--- src/rtl/vga_timing_gen.sv ---
`default_nettype none
// ============================================================================
// Module  : vga_timing_gen
// Brief   : Parametrised VGA raster timing generator running on the board
//           clock with a pixel-enable strobe instead of a divided clock.
// Revision: 1.0  initial release
// ============================================================================
module vga_timing_gen #(
  parameter int H_ACTIVE = 640,
  parameter int H_FP     = 16,
  parameter int H_SYNC   = 96,
  parameter int H_BP     = 48,
  parameter int V_ACTIVE = 480,
  parameter int V_FP     = 10,
  parameter int V_SYNC   = 2,
  parameter int V_BP     = 33,
  parameter bit HS_POL   = 1'b0,
  parameter bit VS_POL   = 1'b0,
  parameter int CLK_DIV  = 4,
  parameter int CW       = 11,
  parameter int FW       = 16
) (
  input  logic          CLK100MHZ,
  input  logic          rst,
  input  logic          en,
  output logic          pix_en,
  output logic [CW-1:0] hcount,
  output logic [CW-1:0] vcount,
  output logic          hsync,
  output logic          vsync,
  output logic          active,
  output logic          line_end,
  output logic          frame_end,
  output logic          vblank_start,
  output logic [FW-1:0] frame_cnt
);

  localparam int c_h_total = H_ACTIVE + H_FP + H_SYNC + H_BP;
  localparam int c_v_total = V_ACTIVE + V_FP + V_SYNC + V_BP;
  localparam int c_dw      = (CLK_DIV > 1) ? $clog2(CLK_DIV) : 1;

  localparam logic [CW-1:0] c_h_last     = CW'(c_h_total - 1);
  localparam logic [CW-1:0] c_v_last     = CW'(c_v_total - 1);
  localparam logic [CW-1:0] c_h_act      = CW'(H_ACTIVE);
  localparam logic [CW-1:0] c_v_act      = CW'(V_ACTIVE);
  localparam logic [CW-1:0] c_v_act_last = CW'(V_ACTIVE - 1);
  localparam logic [CW-1:0] c_hs_start   = CW'(H_ACTIVE + H_FP);
  localparam logic [CW-1:0] c_hs_end     = CW'(H_ACTIVE + H_FP + H_SYNC);
  localparam logic [CW-1:0] c_vs_start   = CW'(V_ACTIVE + V_FP);
  localparam logic [CW-1:0] c_vs_end     = CW'(V_ACTIVE + V_FP + V_SYNC);

  if (longint'(c_h_total) > (longint'(1) << CW)) begin : g_chk_h_total
    $error("vga_timing_gen: H_TOTAL does not fit in CW bits");
  end
  if (longint'(c_v_total) > (longint'(1) << CW)) begin : g_chk_v_total
    $error("vga_timing_gen: V_TOTAL does not fit in CW bits");
  end
  if (CLK_DIV < 1) begin : g_chk_clk_div
    $error("vga_timing_gen: CLK_DIV must be at least 1");
  end

  logic          w_pix_en;
  logic          w_h_wrap;
  logic          w_v_wrap;
  logic          w_line_end;
  logic [CW-1:0] w_h_next;
  logic [CW-1:0] w_v_next;
  logic [CW-1:0] r_hcount;
  logic [CW-1:0] r_vcount;
  logic          r_hsync;
  logic          r_vsync;
  logic          r_active;
  logic [FW-1:0] r_frame_cnt;

  // rst gates the strobe so nothing fires while reset is held, even at CLK_DIV=1
  if (CLK_DIV == 1) begin : g_div_bypass
    assign w_pix_en = en && !rst;
  end else begin : g_div_cnt
    localparam logic [c_dw-1:0] c_div_last = c_dw'(CLK_DIV - 1);
    logic [c_dw-1:0] r_div_cnt;

    always_ff @(posedge CLK100MHZ or posedge rst) begin
      if (rst) begin
        r_div_cnt <= '0;
      end else if (en) begin
        r_div_cnt <= (r_div_cnt == c_div_last) ? '0 : r_div_cnt + c_dw'(1);
      end
    end

    assign w_pix_en = en && !rst && (r_div_cnt == c_div_last);
  end

  always_comb begin
    w_h_wrap = (r_hcount == c_h_last);
    w_v_wrap = (r_vcount == c_v_last);
    w_h_next = w_h_wrap ? '0 : r_hcount + CW'(1);
    w_v_next = r_vcount;
    if (w_h_wrap) begin
      w_v_next = w_v_wrap ? '0 : r_vcount + CW'(1);
    end
  end

  // Decode from the next counter values so sync/active track the counters with no skew
  always_ff @(posedge CLK100MHZ or posedge rst) begin
    if (rst) begin
      r_hcount    <= '0;
      r_vcount    <= '0;
      r_hsync     <= ~HS_POL;
      r_vsync     <= ~VS_POL;
      r_active    <= 1'b1;
      r_frame_cnt <= '0;
    end else if (w_pix_en) begin
      r_hcount <= w_h_next;
      r_vcount <= w_v_next;
      r_hsync  <= ((w_h_next >= c_hs_start) && (w_h_next < c_hs_end)) ? HS_POL : ~HS_POL;
      r_vsync  <= ((w_v_next >= c_vs_start) && (w_v_next < c_vs_end)) ? VS_POL : ~VS_POL;
      r_active <= (w_h_next < c_h_act) && (w_v_next < c_v_act);
      if (w_h_wrap && w_v_wrap) begin
        r_frame_cnt <= r_frame_cnt + FW'(1);
      end
    end
  end

  assign w_line_end   = w_pix_en && w_h_wrap;
  assign pix_en       = w_pix_en;
  assign line_end     = w_line_end;
  assign frame_end    = w_line_end && w_v_wrap;
  assign vblank_start = w_line_end && (r_vcount == c_v_act_last);
  assign hcount       = r_hcount;
  assign vcount       = r_vcount;
  assign hsync        = r_hsync;
  assign vsync        = r_vsync;
  assign active       = r_active;
  assign frame_cnt    = r_frame_cnt;

endmodule
`default_nettype wire

--- config.mk ---
export PLATFORM = sky130hd
export DESIGN_NAME = vga_timing_gen
export DESIGN_NICKNAME = d
export VERILOG_FILES = /design/src/rtl/vga_timing_gen.sv
export SDC_FILE = /design/constraint.sdc
export NUM_CORES = 1
export LEC_CHECK = 0
export CORE_MARGIN = 2
export CORE_UTILIZATION = 47
export CTS_BUF_LIST = sky130_fd_sc_hd__clkbuf_16
export DETAILED_ROUTE_END_ITERATION = 8
export MAX_ROUTING_LAYER = met4
export PLACE_DENSITY = 0.74
export SLEW_MARGIN = 30
export SYNTH_ARGS = -nofsm -noshare
export SYNTH_HDL_FRONTEND = slang
export SYNTH_SLANG_ARGS = --single-unit
--- constraint.sdc ---
create_clock -name CLK100MHZ -period 2.4 [get_ports CLK100MHZ]
set_clock_uncertainty 0.05 [all_clocks]
set_input_delay 0.36 -clock CLK100MHZ [delete_from_list [all_inputs] [get_ports CLK100MHZ]]
set_output_delay 0.36 -clock CLK100MHZ [all_outputs]
set_load 0.03 [all_outputs]
==> results of run 1 <==
cells in the final DEF (no fill, tap or decap), types with 2 or more instances in the layout:
| master | synthesis | final |
|---|---|---|
| a21o_1 | 3 | 3 |
| a21oi_1 | 5 | 5 |
| a311oi_1 | 2 | 2 |
| a31oi_1 | 4 | 4 |
| and2_1 | 3 | 2 |
| and3_1 | 3 | 3 |
| and4_1 | 3 | 3 |
| buf_4 | 0 | 39 |
| buf_6 | 1 | 5 |
| clkbuf_16 | 0 | 5 |
| clkdlybuf4s50_1 | 0 | 43 |
| dfrtp_1 | 40 | 35 |
| dfrtp_2 | 0 | 5 |
| dfstp_2 | 3 | 3 |
| ha_1 | 6 | 6 |
| inv_1 | 6 | 6 |
| mux2_2 | 2 | 2 |
| nand2_1 | 37 | 35 |
| nand2b_1 | 4 | 4 |
| nand3_1 | 15 | 13 |
| nand3_2 | 0 | 2 |
| nand4_1 | 13 | 13 |
| nor2_1 | 18 | 12 |
| nor2_2 | 0 | 3 |
| nor2_4 | 0 | 3 |
| nor3_1 | 6 | 5 |
| nor3_4 | 0 | 2 |
| nor4_1 | 7 | 6 |
| o21ai_0 | 16 | 16 |
| o31ai_1 | 6 | 6 |
| o41ai_1 | 2 | 2 |
| or3_1 | 3 | 3 |
| xnor2_1 | 21 | 20 |
| xor2_1 | 7 | 7 |
area by class of cell:
| cell class | instances | share of cell area [%] |
|---|---|---|
| clock buffers | 5 | 3.493 |
| clock inverters | 3 | 1.327 |
| inverters | 7 | 0.9431 |
| multi-input cells | 208 | 39.71 |
| flip-flops and latches | 43 | 30.32 |
| well taps | 70 | 2.445 |
| repair buffers | 87 | 21.76 |
logic make-up after synthesis:
group | Yosys count | share of synthesized area (%)
compound gates | 48 | 12.73
fa+ha+maj | 6 | 3.007
xor+xnor | 28 | 9.825
mux | 3 | 1.303
simple gates | 123 | 25.71
flops | 43 | 43.26
buf+inv | 25 | 4.160
cells in the mapped netlist, drive strengths merged (4+ instances only):
master	instances	area, um^2
nor3	8	50.05
xor2	7	61.31
nand3	15	75.07
clkbuf	12	45.04
nor2	18	67.56
nor4	7	43.79
o31ai	6	45.04
inv	7	26.27
a31oi	4	25.02
dfrtp	40	1001
ha	6	75.07
nand2b	4	25.02
nand2	37	138.9
a21oi	5	25.02
buf	6	32.53
nand4	13	81.33
o21ai	16	80.08
xnor2	21	183.9
registers in the layout, summed over array words and instances (netlist names):
| signal | cells |
|---|---|
| hcount | 11 |
| hsync | 1 |
| vsync | 1 |
| vcount | 11 |
| g_div_cnt.r_div_cnt | 2 |
| frame_cnt | 16 |
| active | 1 |
metrics by stage:
step	TNS, ns	utilization (%)
floorplan	-0.7508	-
global placement	0	64.04
global route	-1.695	70.14
detailed placement	-0.06871	64.04
finish	-0.9322	70.14
CTS	-0.3815	68.37
power by group through the flow:
stage                     Clock (mW)  Sequential, mW  Combinational [mW]
final                          0.786           0.862               0.474
after CTS                      0.794           0.865               0.460
after floorplan                    0           0.978               0.158
after global routing           0.832           0.871               0.513
after detailed placement           0           0.877               0.446
after global placement             0           0.875               0.441
timing repair:
| item | 4_1_cts | 5_1_grt |
|---|---|---|
| pin swaps | 4 | 10 |
| resized for setup | 4 | 16 |
| endpoints found under the setup margin | 4 | 11 |
| gates cloned | 0 | 0 |
| setup buffers | 4 | 5 |
how the worst min path moves through the flow:
stage                             endpoint  cells past startpoint
floorplan           g_div_cnt.r_div_cnt[0]                      1
global placement             frame_cnt[15]                      1
detailed placement           frame_cnt[15]                      1
CTS                          frame_cnt[15]                      1
global route                 frame_cnt[15]                      1
finish                       frame_cnt[15]                      1
metal layers:
metal  vias up  wire length, um
met5         -                0
met4         0              175
met3        24              400
met2        94             3127
met1      1128             2799
li1       1145                -
==> results.md, run 1 <==
- Clk Latency, worst-skew pair: 0.29 ns
- FF-to-FF End: frame_cnt[15]
- H-tree levels: 2
- CP startpoint kind: flop
- Placed wire-length estimate: 4.544 mm
- Final setup fails: 8
- R2r setup slk: -0.14 ns
- Worst IR Drop VDD: 0.4831 mV
- Maximum clock path buffer count: 2
- Area grow syn2layout: 43.51%
- Largest net degree at the start of global routing: 44
- Placed inst area: 3271 um^2
- Rel. slew slack: 64.49%
- Core region area: 5107 um^2
- Max stage delay on crit path: 0.56 ns
- Initial core utilization: 48.87%
- Fin. max-slew vios: 0
- GR Layer Usage met3: 4.353%
- I/O Pins: 48
- CTS tree: yes
- Final Hold Fails: 0
- Final worst path period share: 108.3%
- Clock power frac: 37.0%
- Syn Nets: 285
- Post-CTS Hold Buffers: 0
- Slowest stage cell, crit path: or4_4
- Pre-CTS WS: -0.03779 ns
- Setup crit end: vblank_start
- Die width: 76.88 um
- Synth cell types: 51
- Power density over cell area: 592.3 nW/um^2
- Type of the most critical hold path: flop to flop
- Drt pass-1 iters: 4
- Sequential power share: 40.6%
- First-pass GRT wire length: 10.86 mm
- Hold Worst Slack: 0.4128 ns
- P_sw: 0.6081 mW
- Vias in the first global route: 2327
- Switching Share: 28.66%
- R2R cell count: 10
- Total number of vias: 2391
- DRC violations left: 0
- CP startpoint: hcount[7]
- Crit path DAT: 2.19 ns
- Placer Congestion: 0.8710
- Hold Path Origin: frame_cnt[15]
- RR Startpoint: hcount[7]
- GRT overflow: 0
- Routed len/inst: 15.37 um
- Worst-path clk slew: 0.07 ns
- Mapped Avg Cell Area: 9.044 um^2
- Kind of critical path: flop to output port
- Vias/cell: 5.652
- DR iter-0 viols: 91
- Syn. warnings: 0
- Violated checks: negative setup slack
- Flops & latches, synth: 43
- Post-Syn Area: 2496 um^2
- Status: complete, but fails checks
- # clock sinks: 43
- GR Layer Usage met1: 28.74%
- Final Worst Setup Slack: -0.1997 ns
- Placement Rows: 26
- Number of placed cells counting well taps: 407
- Tightest Pin Transition: 0.5326 ns
- Critical path, cell by cell: or4_4 > nor3_4 > nand2_4 > nor3_4 > nor4b_4 > buf_6
- Required @ worst endpoint: 1.99 ns
- Final antenna diode count: 0
- RSZ-0062 raised after global routing: true
- Post-synth top flop: dfrtp_1
- Seq/Total Area, Yosys: 43.26%
- CP Depth: 6
- Worst path bufs/invs: 1
- Layout fillers: 392
- Port Buffer Count: 47
- Sequential cell area: 1086 um^2
- GRT Util Overall: 23.41%
- Max_cap viols: 0
- Min cycle time layout: 2.600 ns
- Crit path top cell by count: nor3_4
- Post-synth EDFFs: 0
- Synth Instances: 276
- GR peak layer: met2
- Antenna Nets Post-Route: 0
- Peak fanout along the critical path: 3
- Final cell count without fillers: 423
- Initial antenna violation count: 0
- Final Instance Area: 3582 um^2
- Proportion of layout cells with a drive suffix above 1: 24.08%
- Multi-input gate area: 1423 um^2
- Leakage power: 1.526 nW
- Wirelength, routed: 6.503 mm
- Overall Power: 2.122 mW
- Nets: 361
- CTS root buffer: clkbuf_16
- Fmax: 0.3847 GHz
- Chip Height: 76.88 um
- Delay-heaviest family, CP: simple AND/OR/NAND/NOR gates
- Synth async-reset ratio: 100.0%
- Die area: 5910 um^2
- Internal power: 1.514 mW
- Comb pwr share: 22.3%
- Met2 Use GR: 38.16%
- CP Capture Type: output port
- Total CTS buffers: 5
Power figures use the tool's default switching activity.
==> run 2, diff against run 1 <==
--- a/config.mk
+++ b/config.mk
@@ -11,6 +11,7 @@
 export DETAILED_ROUTE_END_ITERATION = 8
 export MAX_ROUTING_LAYER = met4
 export PLACE_DENSITY = 0.74
+export REMOVE_ABC_BUFFERS = 1
 export SLEW_MARGIN = 30
 export SYNTH_ARGS = -nofsm -noshare
 export SYNTH_HDL_FRONTEND = slang
==> run 2 against run 1 <==
The run still ends with negative setup slack left. Power is 4.4% lower. Non-clock buffer count grew 6. Fmax increased by 6.0%. Sequential cell count unchanged. Sequential share of layout area increased by 0.091 points. Wire length shrank 0.74%.
==> results.md, run 2 (same netlist as run 1, synthesis figures left out) <==
- Post-CTS Hold Buffers: 0
- Core region area: 5107 um^2
- Placed inst area: 3252 um^2
- Antenna Nets Post-Route: 0
- Multi-input gate area: 1384 um^2
- Maximum clock path buffer count: 2
- Vias in the first global route: 2288
- Wirelength, routed: 6.455 mm
- Setup Total Neg Slack: -0.05237 ns
- Crit path top cell by count: nor3_4
- Fmax: 0.4078 GHz
- Final worst path period share: 102.2%
- Die area: 5910 um^2
- RR Startpoint: hcount[5]
- First-pass GRT wire length: 10.80 mm
- Vias/cell: 5.683
- Rel. slew slack: 64.04%
- RSZ-0062 raised after global routing: true
- Hold Path End: frame_cnt[15]
- Max stage delay on crit path: 0.56 ns
- Worst-path clk slew: 0.06 ns
- Worst IR Drop VDD: 0.4453 mV
- DR iter-0 viols: 236
- Final Worst Setup Slack: -0.05237 ns
- Sequential cell area: 1080 um^2
- Overall Power: 2.028 mW
- Kind of critical path: flop to output port
- Initial core utilization: 48.87%
- Commonest non-fill, non-tap cell in the layout: buf_4
- Final setup fails: 1
- Die width: 76.88 um
- Worst path bufs/invs: 1
- Clk Latency, worst-skew pair: 0.28 ns
- Max FFs per register: 16
- Most frequent cells in the layout: 46 x buf_4, 43 x clkdlybuf4s50_1, 40 x dfrtp_1, 36 x nand2_1, 21 x xnor2_1
- GRT overflow: 0
- Final antenna diode count: 0
- Status: complete, but fails checks
- Min cycle time layout: 2.452 ns
- Layout fillers: 409
- Chip Height: 76.88 um
- CP Capture Type: output port
- Type of the most critical hold path: flop to flop
- Placer Congestion: 0.8970
- Final Instance Area: 3551 um^2
- # clock sinks: 43
- Nets: 367
- Critical path, cell by cell: or4_4 > nor3_4 > nand2_2 > nor3_4 > nor4b_4 > buf_4
- Violated checks: negative setup slack
- R2r setup slk: 0.02 ns
- Placed wire-length estimate: 4.540 mm
- Leakage power: 1.522 nW
- CP startpoint kind: flop
- Delay-heaviest family, CP: simple AND/OR/NAND/NOR gates
- CTS root buffer: clkbuf_16
- Tightest Pin Transition: 0.5393 ns
- Area grow syn2layout: 42.26%
- DRC violations left: 0
- Hold Path Origin: frame_cnt[15]
- Crit path DAT: 2.04 ns
- Fin. max-slew vios: 0
- Total CTS buffers: 5
- Proportion of layout cells with a drive suffix above 1: 21.73%
- CTS tree: yes
- Drt pass-1 iters: 4
- R2R cell count: 6
- Largest net degree at the start of global routing: 44
- Placement Rows: 26
- Max_cap viols: 0
- FF-to-FF End: active
- Routed len/inst: 15.05 um
- Hold path cells: 1
- GRT Util Overall: 22.92%
- Peak fanout along the critical path: 3
- I/O Pins: 48
- Total number of vias: 2438
- Required @ worst endpoint: 1.99 ns
- Final Hold Fails: 0
- H-tree levels: 2
- Final core utilization: 69.52%
- Power density over cell area: 571.1 nW/um^2
- Slowest stage cell, crit path: or4_4
- Port Buffer Count: 47
- Initial antenna violation count: 0
-- run 2: what timing repair did --
action / in CTS / in global routing
pin swaps: 1 / 3
setup buffers: 4 / 6
endpoints found under the setup margin: 3 / 11
gates resized for setup: 9 / 9
-- run 2: worst max-delay path by stage --
stage | startpoint | to | slack (ns) | cells after the start
6_report | hcount[5] | vblank_start | -0.05 | 6
2_1_floorplan | hcount[0] | vblank_start | -0.99 | 6
3_5_place_dp | hcount[5] | active | -0.03 | 7
3_3_place_gp | hcount[5] | active | 0.04 | 6
5_1_grt | hcount[5] | vblank_start | -0.16 | 6
4_1_cts | hcount[5] | vblank_start | -0.04 | 6
-- run 2: metal layers --
| layer | routed length [um] | global-route usage [%] |
|---|---|---|
| met2 | 3227 | 37.54 |
| met5 | 0 | - |
| met1 | 2668 | 28.54 |
| met3 | 360 | 3.647 |
| met4 | 199 | 8.909 |
-- run 2: power breakdown --
part / switching (mW) / leakage, nW / internal [mW] / total [mW]
combinational: 0.276 / 0.877 / 0.225 / 0.501
sequential: 0.0395 / 0.575 / 0.802 / 0.842
clock: 0.296 / 0.0700 / 0.389 / 0.685
total: 0.612 / 1.52 / 1.42 / 2.03
-- run 2: layout make-up --
cell class	instances	share of cell area, %
Multi-Input combinational cell	208	38.97
Sequential cell	43	30.41
Timing Repair Buffer	93	23.11
Clock buffer	5	3.524
Tap cell	70	2.467
Inverter	7	0.8104
Clock inverter	3	0.7047
-- run 2: worst register-to-register path: cells and delay by family (launching register included) --
family / cells / cell delay, ns
flip-flops: 1 / 0.38
XOR/XNOR: 1 / 0.10
AND/OR/NAND/NOR: 4 / 1.53
AO/OA/AOI/OAI: 1 / 0.26
-- run 2: stage by stage --
stage	hold WS, ns	instances	setup slack, ns
final	0.4224	429	-0.05237
after detailed placement	0.4161	413	-0.03289
after global placement	0.4106	413	0.04188
after CTS	0.4275	425	-0.04136
after global routing	0.4632	429	-0.1564
after floorplan	0.4027	258	-0.9928
